File: src/rtl/icache_ctrl.sv
`default_nettype none
// ==== icache_ctrl : direct-mapped read-only instruction cache controller (rev 1.0) ====
// Define ICACHE_STATS_EN to build the HIT_COUNT / MISS_COUNT statistics counters.

module icache_ctrl #(
  parameter int INDEX_BITS = 3
) (
  input  logic         CLK,
  input  logic         RESET,
  input  logic [31:0]  ADDRESS,
  output logic [31:0]  INSTRUCTION,
  output logic         BUSYWAIT,
  output logic         MEM_READ,
  output logic [27:0]  MEM_ADDRESS,
  input  logic [127:0] MEM_READDATA,
  input  logic         MEM_BUSYWAIT,
  output logic [31:0]  HIT_COUNT,
  output logic [31:0]  MISS_COUNT
);

  localparam int TAG_BITS = 28 - INDEX_BITS;
  localparam int LINES    = 1 << INDEX_BITS;

  typedef enum logic [1:0] {
    S_IDLE     = 2'd0,
    S_MEM_READ = 2'd1,
    S_UPDATE   = 2'd2
  } state_t;

  state_t                state;
  logic [LINES-1:0]      valid;
  logic [TAG_BITS-1:0]   tag_ram  [LINES];
  logic [127:0]          data_ram [LINES];
  logic [27:0]           miss_addr;
  logic [127:0]          fill_data;

  logic [1:0]            offset;
  logic [INDEX_BITS-1:0] index;
  logic [TAG_BITS-1:0]   tag;
  logic [127:0]          line;
  logic                  hit;
  logic [INDEX_BITS-1:0] fill_index;
  logic [TAG_BITS-1:0]   fill_tag;
  logic                  unused_addr_bits;

  assign offset           = ADDRESS[3:2];
  assign index            = ADDRESS[3+INDEX_BITS:4];
  assign tag              = ADDRESS[31:4+INDEX_BITS];
  assign unused_addr_bits = ^ADDRESS[1:0];
  assign fill_index       = miss_addr[INDEX_BITS-1:0];
  assign fill_tag         = miss_addr[27:INDEX_BITS];

  assign line        = data_ram[index];
  assign hit         = valid[index] && (tag_ram[index] == tag);
  assign INSTRUCTION = hit ? line[{offset, 5'b00000} +: 32] : 32'h0;

  always_comb begin
    BUSYWAIT = 1'b1;
    if (RESET)
      BUSYWAIT = 1'b0;
    else if (state == S_IDLE)
      BUSYWAIT = !hit;
  end

  // Control FSM; the miss register, not the live ADDRESS, steers the whole fill.
  always_ff @(posedge CLK) begin
    if (RESET) begin
      state       <= S_IDLE;
      valid       <= '0;
      miss_addr   <= 28'h0;
      MEM_READ    <= 1'b0;
      MEM_ADDRESS <= 28'h0;
    end else begin
      case (state)
        S_IDLE: begin
          if (!hit) begin
            miss_addr   <= ADDRESS[31:4];
            MEM_READ    <= 1'b1;
            MEM_ADDRESS <= ADDRESS[31:4];
            state       <= S_MEM_READ;
          end
        end
        S_MEM_READ: begin
          if (!MEM_BUSYWAIT) begin
            MEM_READ    <= 1'b0;
            MEM_ADDRESS <= 28'h0;
            state       <= S_UPDATE;
          end
        end
        S_UPDATE: begin
          valid[fill_index] <= 1'b1;
          state             <= S_IDLE;
        end
        default: state <= S_IDLE;
      endcase
    end
  end

  // Data and tag storage carry no reset; validity alone qualifies a line.
  always_ff @(posedge CLK) begin
    if (state == S_MEM_READ && !MEM_BUSYWAIT)
      fill_data <= MEM_READDATA;
    if (!RESET && state == S_UPDATE) begin
      data_ram[fill_index] <= fill_data;
      tag_ram[fill_index]  <= fill_tag;
    end
  end

`ifdef ICACHE_STATS_EN
  logic [31:0] hit_count;
  logic [31:0] miss_count;

  always_ff @(posedge CLK) begin
    if (RESET) begin
      hit_count  <= 32'h0;
      miss_count <= 32'h0;
    end else if (state == S_IDLE) begin
      if (hit)
        hit_count <= hit_count + 32'd1;
      else
        miss_count <= miss_count + 32'd1;
    end
  end

  assign HIT_COUNT  = hit_count;
  assign MISS_COUNT = miss_count;
`else
  assign HIT_COUNT  = 32'h0;
  assign MISS_COUNT = 32'h0;
`endif

endmodule

`default_nettype wire

File: config.mk
export PLATFORM = sky130hd
export DESIGN_NAME = icache_ctrl
export DESIGN_NICKNAME = d
export VERILOG_FILES = /design/src/rtl/icache_ctrl.sv
export SDC_FILE = /design/constraint.sdc
export NUM_CORES = 1
export LEC_CHECK = 0
export BUFFER_PORTS_ARGS = -buffer_cell sky130_fd_sc_hd__clkbuf_2
export CORE_ASPECT_RATIO = 1.25
export CORE_MARGIN = 5
export CORE_UTILIZATION = 65
export CTS_BUF_LIST = sky130_fd_sc_hd__clkbuf_8 sky130_fd_sc_hd__clkbuf_16
export DETAILED_ROUTE_END_ITERATION = 8
export GPL_ROUTABILITY_DRIVEN = 0
export PLACE_DENSITY = 0.84
export SYNTH_ARGS = -nofsm -noshare
export SYNTH_HDL_FRONTEND = slang
export SYNTH_SLANG_ARGS = --single-unit
File: constraint.sdc
create_clock -name CLK -period 37.1 [get_ports CLK]
set_input_delay 3.71 -clock CLK [delete_from_list [all_inputs] [get_ports CLK]]
set_output_delay 3.71 -clock CLK [all_outputs]
set_load 0.02 [all_outputs]
# After elaboration in Yosys (flattened, before gate mapping)
# Memories as Yosys holds them, arrays and structs flattened.
# Cells that the tools add are included.
# word_totals
reg_bits,195
out_inout_bits,126
ram_bits,1224
memories,2
# op_classes
order_cmp,3
mux,18
eq_ne,5
n_reduce_logical,12
n_bitwise,2
n_shift,1
# mem_list
name,depth,width,read_ports,rd_clocked_by_memory_dff,wr,line_no,source
data_ram,8,128,1,0,1,33,logic [127:0] data_ram [LINES];
tag_ram,8,25,1,0,1,32,logic [TAG_BITS-1:0] tag_ram [LINES];
# op_table
cell,n
$shiftx 128x8->32,1
$mux 28,2
$pmux 28 s2,1
$mux 32,1
$eq 25x25->1,1
$lt 3x4->1 const B,2
$mux 1,8
$or 8x8->8,1
$logic_and 1x1->1,4
$mux 2,2
$ne 2x2->1 const B,2
$pmux 2 s2,1
$reduce_and 2->1,2
$bmux 1 s3,1
$demux 1 s3,1
$ge 3x1->1 const B,1
$logic_not 1->1,3
$reduce_and 3->1,1
$eq 2x1->1 const B,1
$eq 2x2->1 const B,1
$logic_not 2->1,1
$pmux 1 s2,1
$reduce_bool 2->1,1
$not 1->1,1

# Depth between registers and ports, before layout
# Gate-level depths: netlist of run 1.
# logic_depth
word_depth,6
depth_mapped,12

# Least setup slack after synthesis of run 1
# No wires, ideal clock.
# synth_timing
kind,input port to flip-flop
startpoint,in RESET
endpoint,mem data_ram[1][0] (enable)
stages,3
t_required_ns,36.244
n_path_buf,0
arrival_time_ns,14.341
slack_ns,21.903
cell_sequence,nor2_1 > nand3_1 > nor3_1
# synth_between
elab_chain_len,4
# synth_lines
element,line_no,source
start: declaration,9,"input logic RESET,"
$logic_not 1->1,103,if (!RESET && state == S_UPDATE) begin
$logic_and 1x1->1,103,
$mux 1,103,
$mux 1 (not written as such),104,data_ram[fill_index] <= fill_data;
end: declaration,33,
# No other way between the ends.

# Worst setup path after layout of run 1
# layout_timing
startpoint,in ADDRESS[5]
endpoint,out INSTRUCTION[6]
# layout_between
elab_chain_len,4
word_cells_on_any_way,8
classes_between,eq/ne: 1; shift: 1; mux: 3; reduce/logical: 1; memory: 2
# layout_lines
element,line_no,source
start: declaration,10,"input logic [31:0] ADDRESS,"
"parallel branches: the longest is 3 deep, another holds $mem_v2 8x128",--,
$mux 32 *,55,"assign INSTRUCTION = hit ? line[{offset, 5'b00000} +: 32] : 32'h0;"
end: declaration,11,"output logic [31:0] INSTRUCTION,"
# Mark *: on every way between the ends. The select of a mux whose other input is x is not followed.

==> results, run 1 <==
- Max-cap violations in this run came to 0.
- Yosys mapped a number of flops with a built-in enable equal to 1352.
- The final instance area is 59730 µm².
- The die footprint is 88190 µm².
- Clock tree synthesis found a total of 1419 sinks.
- The run finished with clean final reports.
- The tree is rooted in a clkbuf_16.
- The I/O pin count is 289.
- The number of hold violations in the final report is 0.
- The worst setup path is of the input pin to primary output kind.
- The aggregate global routing overflow is 0.
- Across the routed clock network, the largest skew measured is 0.02881 ns.
- Sequential elements use 78.39% of the synthesized area.
- In this run the worst hold path is classified as flip-flop to flip-flop.
- After synthesis the cells add up to 53500 µm².
- For this run, the detailed router's first-pass iteration total came to 7.
- Detailed placement finished with a half-perimeter wire length of 62800 µm.
- The number of gates resized after cts is 0.
- The max-slew headroom at the worst pin is 19.68%.
- The routed layout has 25340 vias.
- The smallest clock period supported by the final layout is computed as 13.14 ns.
- For this design the ratio of total power to cell area is 54.26 nW/µm².
- The cell count after synthesis is 2327.
- The largest net degree at the start of global routing is 104.
- Data arrives at the worst endpoint at 9.43 ns.
- The detail-routed via count per cell is 6.710.
- The final period utilization is 35.42%.
- The worst setup path is captured at a primary output.
- After floorplanning, the core was sized to cover 81540 µm².
- The depth of the CTS H-tree is 4.
- The buffer levels on the longest clock path is 3.
- Setup repair after global routing left no endpoint under its margin.
- The minimum setup slack after placement is 23.99 ns.
- The number of antenna violations at the first check in global routing is 1.
- The clock latency of the later-clocked register in the worst-skew pair is 0.73 ns.
- The number of buffers created by CTS is 131.
- The via count of the first global-routing pass was 26550.
- The final-report max-slew violation count is 0.
- The aggregate negative setup slack is 0 ns.
- The most used flip-flop cell after synthesis is edfxtp_1.
- The critical path required time is 33.39 ns.
- The total power after layout is 3.241 mW.
- The starting utilization of the core area is 65.62%.
- The routed design has 121000 µm of wire.
- The remaining design rule violation count is 0.
- Global routing used 27.93% of the available tracks across all layers.
- TritonCTS built the clock tree.
- The total of warnings raised by yosys is 0.
- The maximum vdd ir drop is 59.58 µV.
- In this run the worst path has a maximum fanout of 103.
- Derived from the worst setup path, the maximum achievable clock frequency is 76.10 MHz.
- The setup slack after layout is 23.96 ns.
- The count of buffers added on input and output ports is 222.
- For the pin with the worst max-slew slack, the measured transition is 1.205 ns.
- Averaged over all synthesized cells, the footprint is 22.99 µm².
- The initial detailed-routing violation count is 3116.
- Post-CTS timing repair inserted 0 buffers for setup.
- The filler cells instantiated in the layout total 4279.
- Summing all placed instances gives a cell area of 55580 µm².
- In this run, post-CTS hold repair placed 0 buffers.
- The post-route netlist has 30.13% of its cells at a drive strength greater than 1.
- Counting distinct cell types in the post-synthesis netlist gives 49.
- The kind of start point of the critical path is an input pin.
- The final number of setup-violating endpoints is 0.
- The area growth from synthesis to layout is 11.64%.
- The routed length per instance is 32.04 µm.
- The die height is 330.8 µm.
- The number of placement rows is 117.
- The number of register bits inferred by synthesis is 1419.
- The first-pass GRT wire length is 178500 µm.
- For this run, the post-layout net count is 2773.
- The static leakage is 19.63 nW.
- Of all flip-flops after synthesis, the portion carrying an async set or reset was 0%.
- Measured along the x axis, the die boundary spans 266.6 µm.
- The number of nets with antenna violations after detailed routing is 0.
- Once layout is complete, the utilization of the core stands at 73.25%.
- Clock-pin slew was measured on the worst setup and hold paths at 0.07 ns.
-- kinds of logic (layout without fill, tap and decap cells) --
logic type                after synthesis  in the layout  share of synthesized area (%)
xor gates and xnor gates               19             19                         0.3110
buffers and inverters                 210            525                          2.182
AOI/OAI and AO/OA                      99             99                          1.326
DFF                                  1419           1419                          78.39
and+or+nand+nor                       147            147                          1.300
other                                   1             65                       0.007009
muxes                                 432            432                          16.49
-- worst paths after layout --
path,start,endpoint,slack (ns),cells past startpoint
setup reg to reg,state[0]$_SDFFE_PP0P_,data_ram[4][76]$_DFFE_PP_,33.53,5
hold / removal,valid[7]$_SDFFE_PP0N_,valid[7]$_SDFFE_PP0N_,0.45,1
hold reg to reg,valid[7]$_SDFFE_PP0N_,valid[7]$_SDFFE_PP0N_,0.45,1
setup / recovery,ADDRESS[5],INSTRUCTION[6],23.96,10
-- Yosys cell counts (3+ instances only) --
library cell  number  area (µm²)
edfxtp_1        1352       40600
mux4_2           358        8063
buf_4             71       533.0
mux2i_1           69       690.7
dfxtp_1           67        1341
o22ai_1           59       369.1
clkbuf_1          43       161.4
nor2_1            43       161.4
buf_2             36       180.2
nand3_1           36       180.2
nand2_1           35       131.4
inv_1             28       105.1
buf_1             21       78.83
xnor2_1           19       166.4
a21o_1            13       97.59
a22oi_1           10       75.07
buf_6              9       101.4
nor3_1             7       35.03
nand2b_1           4       25.02
nor2b_1            4       25.02
nor4_1             3       18.77
o31a_1             3       26.28
-- state kept, by name, indices dropped and copies added (netlist names) --
signal	count
data_ram	1024
miss_addr	28
MEM_ADDRESS	28
valid	8
state	2
MEM_READ	1
fill_data	128
tag_ram	200
-- metrics by stage --
| step | instances | hold WS, ns |
|---|---|---|
| after detailed placement | 3548 | 0.4362 |
| after global placement | 3548 | 0.4273 |
| after global routing | 3776 | 0.4793 |
| after floorplan | 2390 | 0.4211 |
| after CTS | 3776 | 0.4519 |
| final | 3777 | 0.4498 |
-- area by class of cell --
class	instances	area (µm²)	share of cell area, %
repair buffers	267	1478	2.474
clock buffers	139	3478	5.823
multi-input cells	761	10710	17.92
well taps	1071	1340	2.243
flip-flops and latches	1419	41940	70.22
clock inverters	89	668.1	1.119
diodes	1	2.502	0.004189
inverters	30	117.6	0.1969
-- power by group --
group	internal (mW)	switching, mW	total (mW)
registers	1.77	0.0195	1.79
clock network	0.750	0.562	1.31
logic	0.0608	0.0833	0.144
total	2.58	0.664	3.24
-- placed cells by master (no fill, tap or decap), types with 3 or more instances in the layout --
cell type,netlist,routed
edfxtp_1,1352,1352
mux4_2,358,358
clkbuf_2,0,218
clkbuf_16,0,139
mux2i_1,69,69
dfxtp_1,67,67
conb_1,1,64
inv_1,28,59
o22ai_1,59,59
buf_4,71,46
nor2_1,43,37
nand3_1,36,36
nand2_1,35,35
clkinv_1,0,26
xnor2_1,19,19
a21o_1,13,13
clkinv_2,0,13
bufinv_16,0,11
a22oi_1,10,10
nor2_4,0,6
inv_6,0,6
nor3_1,7,5
nor2b_1,4,4
nand2b_1,4,4
inv_2,2,3
nor4_1,3,3
-- critical path, stage by stage --
cell	delay [ns]
buf_8	0.61
buf_4	0.98
buf_4	0.92
mux4_2	0.61
mux2i_1	0.27
xnor2_1	0.17
nor4_1	0.46
nand4_4	0.77
nor2_1	0.43
clkbuf_2	0.24
-- layer usage --
layer | track usage (%) | vias up | part of all wire (%)
met5 | 0 | - | 0
met4 | 9.790 | 0 | 3.6
met3 | 4.889 | 267 | 9.0
met2 | 46.26 | 1639 | 51
met1 | 38.80 | 13240 | 36
li1 | - | 10190 | -
Power figures use the tool's default switching activity.
==> run 2, diff against run 1 <==
Settings changed: CORE_UTILIZATION 65 to 61, PLACE_DENSITY 0.84 to 0.8.
Clock period 37.1 ns to 13.4 ns, I/O delays scaled along.
==> run 2 against run 1 <==
Compared with the run above:
- sequential cell count unchanged
- die area rose by 6.3%
- critical path depth down 1
- count of clock-buffer cells in the layout grew 4
- hold slack worse by 0.0039 ns
- wire length decreased by 5.1%
- non-clock buffer count decreased by 6
- largest cell class unchanged
==> results, run 2 (synthesis gave the netlist of run 1 again) <==
- The largest net degree at the start of global routing is 115 (was 104).
- The cell with the largest stage delay on the worst path is buf_4 (unchanged).
- The sink of the worst hold path was valid[2]$_SDFFE_PP0N_ (was valid[7]$_SDFFE_PP0N_).
- The power density over the cells is 149.3 nW/µm² (was 54.26 nW/µm²).
- The number of placement rows is 121 (was 117).
- The number of stages on the worst hold path is 1 (unchanged).
- The number of search-and-repair iterations in the first detailed-routing pass is 5 (was 7).
- The global-route usage over all layers is 24.91% (was 27.93%).
- The filler-free cell count of the finished design is 3877 (was 3777).
- The total number of nets in the final design is 2768 (was 2773).
- Biggest registers after layout: data_ram x1024, tag_ram x200, fill_data x128 (unchanged).
- The clock root buffer is clkbuf_16 (unchanged).
- The final clock skew came to 0.01716 ns (was 0.02881 ns).
- The cell area reported after detailed placement is 55710 µm² (was 55580 µm²).
- The peak clock frequency supported by timing is 130.9 MHz.
- The final-report max-slew violation count was 0 (unchanged).
- The total of max-cap violations is 0 (unchanged).
- The number of buffers created by CTS is 132 (was 131).
- Leading cell types in the layout, fill and taps excluded: edfxtp_1, mux4_2, clkbuf_2 (unchanged).
- Setup repair after global routing missed its margin: no (unchanged).
- The detail-routed via count per cell is 6.369 (was 6.710).
- The I/O pin count was 289 (unchanged).
- The clock latency of the later-clocked register in the worst-skew pair is 0.71 ns (was 0.73 ns).
- The die span in x is 274.9 µm (was 266.6 µm).
- The class of the tightest hold or removal check was flip-flop to flip-flop (unchanged).
- The transition time of the tightest slew-check pin was 1.207 ns (was 1.205 ns).
- The clock sink count is 1419 (unchanged).
- The TritonCTS clock tree was built (unchanged).
- The register bank with the most flops is data_ram (unchanged).
- The total power after layout is 8.942 mW (was 3.241 mW).
- The HPWL reported at the end of detailed placement is 59910 µm (was 62800 µm).
- The final period utilization is 57.00%.
- The flip-flop count of the largest register, all copies and words added was 1024 (unchanged).
- The aggregate global routing overflow was 0 (unchanged).
- The endpoint of the most critical register-to-register path was data_ram[5][119]$_DFFE_PP_ (was data_ram[4][76]$_DFFE_PP_).
- The smallest clock period supported by the final layout is computed as 7.638 ns.
- The commonest non-fill, non-tap cell in the layout is edfxtp_1 (unchanged).
- The peak per-stage delay on the critical path was 0.87 ns (was 0.98 ns).
- The kind of start point of the critical path is an input pin (unchanged).
- The total instance count after detailed placement is 3639 (was 3548).
- The routed length per instance was 29.62 µm (was 32.04 µm).
- Worst-path cell chain: buf_8 > buf_4 > buf_4 > buf_4 > mux4_2 > mux4_2 > mux2i_1 > nor2_1 > clkbuf_2 (was buf_8 > buf_4 > buf_4 > mux4_2 > mux2i_1 > xnor2_1 > nor4_1 > nand4_4 > nor2_1 > clkbuf_2).
- The first-pass GRT wire length is 170400 µm (was 178500 µm).
- The area growth from synthesis to layout is 11.94% (was 11.64%).
- The die footprint came to 93770 µm² (was 88190 µm²).
- The origin of the worst min-delay path is valid[2]$_SDFFE_PP0N_ (was valid[7]$_SDFFE_PP0N_).
- The number of gates resized after cts is 0 (unchanged).
- The cell with the most instances on the worst path was buf_4 (unchanged).
- The critical path data arrival time is 6.30 ns (was 9.43 ns).
- The register-to-register setup slack came to 9.17 ns (was 33.53 ns).
- The starting utilization of the core area came to 61.46% (was 65.62%).
- The total setup buffers inserted after CTS is 0 (unchanged).
- The routed via count came to 24690 (was 25340).
- The endpoint class of the critical path is a primary output (unchanged).
- The number of cells traversed by the worst register-to-register path is 6 (was 5).
- The number of hold buffers added after cts is 0 (unchanged).
- The max-slew headroom at the worst pin is 19.52% (was 19.68%).
- The critical path required time is 12.06 ns (was 33.39 ns).
- The worst hold slack after final layout was 0.4459 ns (was 0.4498 ns).
- The final number of setup-violating endpoints is 0 (unchanged).
- The quantity of I/O buffers inserted on ports is 222 (unchanged).
- The clock transition at the registers of the reported paths is 0.06 ns (was 0.07 ns).
- The maximum vdd ir drop is 122.6 µV (was 59.58 µV).
- The total length of routed wires is 114800 µm (was 121000 µm).
- The buffer levels on the longest clock path is 3 (unchanged).
- The aggregate negative setup slack came to 0 ns (unchanged).
- The via count of the first global-routing pass is 26090 (was 26550).
- The largest fanout on the critical path was 70 (was 103).
- Outcome: completed (unchanged).
- The start of the worst register-to-register path is state[0]$_SDFFE_PP0P_ (unchanged).
- The number of antenna violations at the first check in global routing is 4 (was 1).
- The remaining design rule violation count was 0 (unchanged).
- The final instance area is 59890 µm² (was 59730 µm²).
- The depth of the CTS H-tree is 4 (unchanged).
- The static leakage is 19.59 nW (was 19.63 nW).
- The number of hold violations in the final report came to 0 (unchanged).
- The core region area is 87050 µm² (was 81540 µm²).
- The type of the worst setup path is input pin to primary output (unchanged).
- The die height is 341.1 µm (was 330.8 µm).
- The ratio of cells with drive above 1 in the final layout is 30.61% (was 30.13%).
- The number of nets with antenna violations after detailed routing was 0 (unchanged).
- The initial detailed-routing violation count is 2718 (was 3116).
## run 2: cell types whose count changed in the layout (fill, tap and decap cells not counted), sizes merged
cell / change
buf: -6
bufinv: -4
clkbuf: +4
clkinv: +4
clkinvlp: +8
diode: +3
inv: -6
## run 2: worst max path at each step
| stage | to | slack, ns | cells after the start | startpoint |
|---|---|---|---|---|
| CTS | INSTRUCTION[4] | 5.51 | 9 | ADDRESS[4] |
| global placement | INSTRUCTION[4] | 5.62 | 9 | ADDRESS[4] |
| floorplan | data_ram[1][0]$_DFFE_PP_ | 0.57 | 3 | RESET |
| global route | INSTRUCTION[4] | 5.14 | 9 | ADDRESS[4] |
| detailed placement | INSTRUCTION[11] | 5.57 | 9 | ADDRESS[4] |
| finish | INSTRUCTION[4] | 5.76 | 9 | ADDRESS[4] |
## run 2: critical path: cells and delay by family
kind / cells / cell delay (ns)
simple gates: 1 / 0.10
mux: 3 / 1.49
buf+inv: 5 / 3.20
## run 2: through the flow
step | worst slack, ns | utilization (%)
3_3_place_gp | 5.623 | 63.99
2_1_floorplan | 0.5725 | -
5_1_grt | 5.143 | 68.79
6_report | 5.762 | 68.80
3_5_place_dp | 5.570 | 63.99
4_1_cts | 5.513 | 68.79
## run 2: final cells by class
type | count | area (µm²)
antenna | 4 | 10.01
clock buffer | 143 | 3545
fill | 5114 | 27160
timing repair buffer | 261 | 1483
multi-input combinational | 761 | 10710
sequential | 1419 | 41940
tap | 1168 | 1461
clock inverter | 91 | 626.9
inverter | 30 | 117.6
## run 2: report_power, final
part	switching [mW]	internal [mW]
combinational	0.225	0.168
sequential	0.0519	4.89
clock	1.57	2.04
## run 2: per-layer routing
layer / vias to the layer above / routed length [µm] / GRT usage [%]
met2: 1305 / 58250 / 40.90
li1: 10200 / - / -
met3: 193 / 10090 / 5.288
met5: - / 0 / 0
met4: 0 / 3254 / 7.708
met1: 12990 / 43230 / 34.46
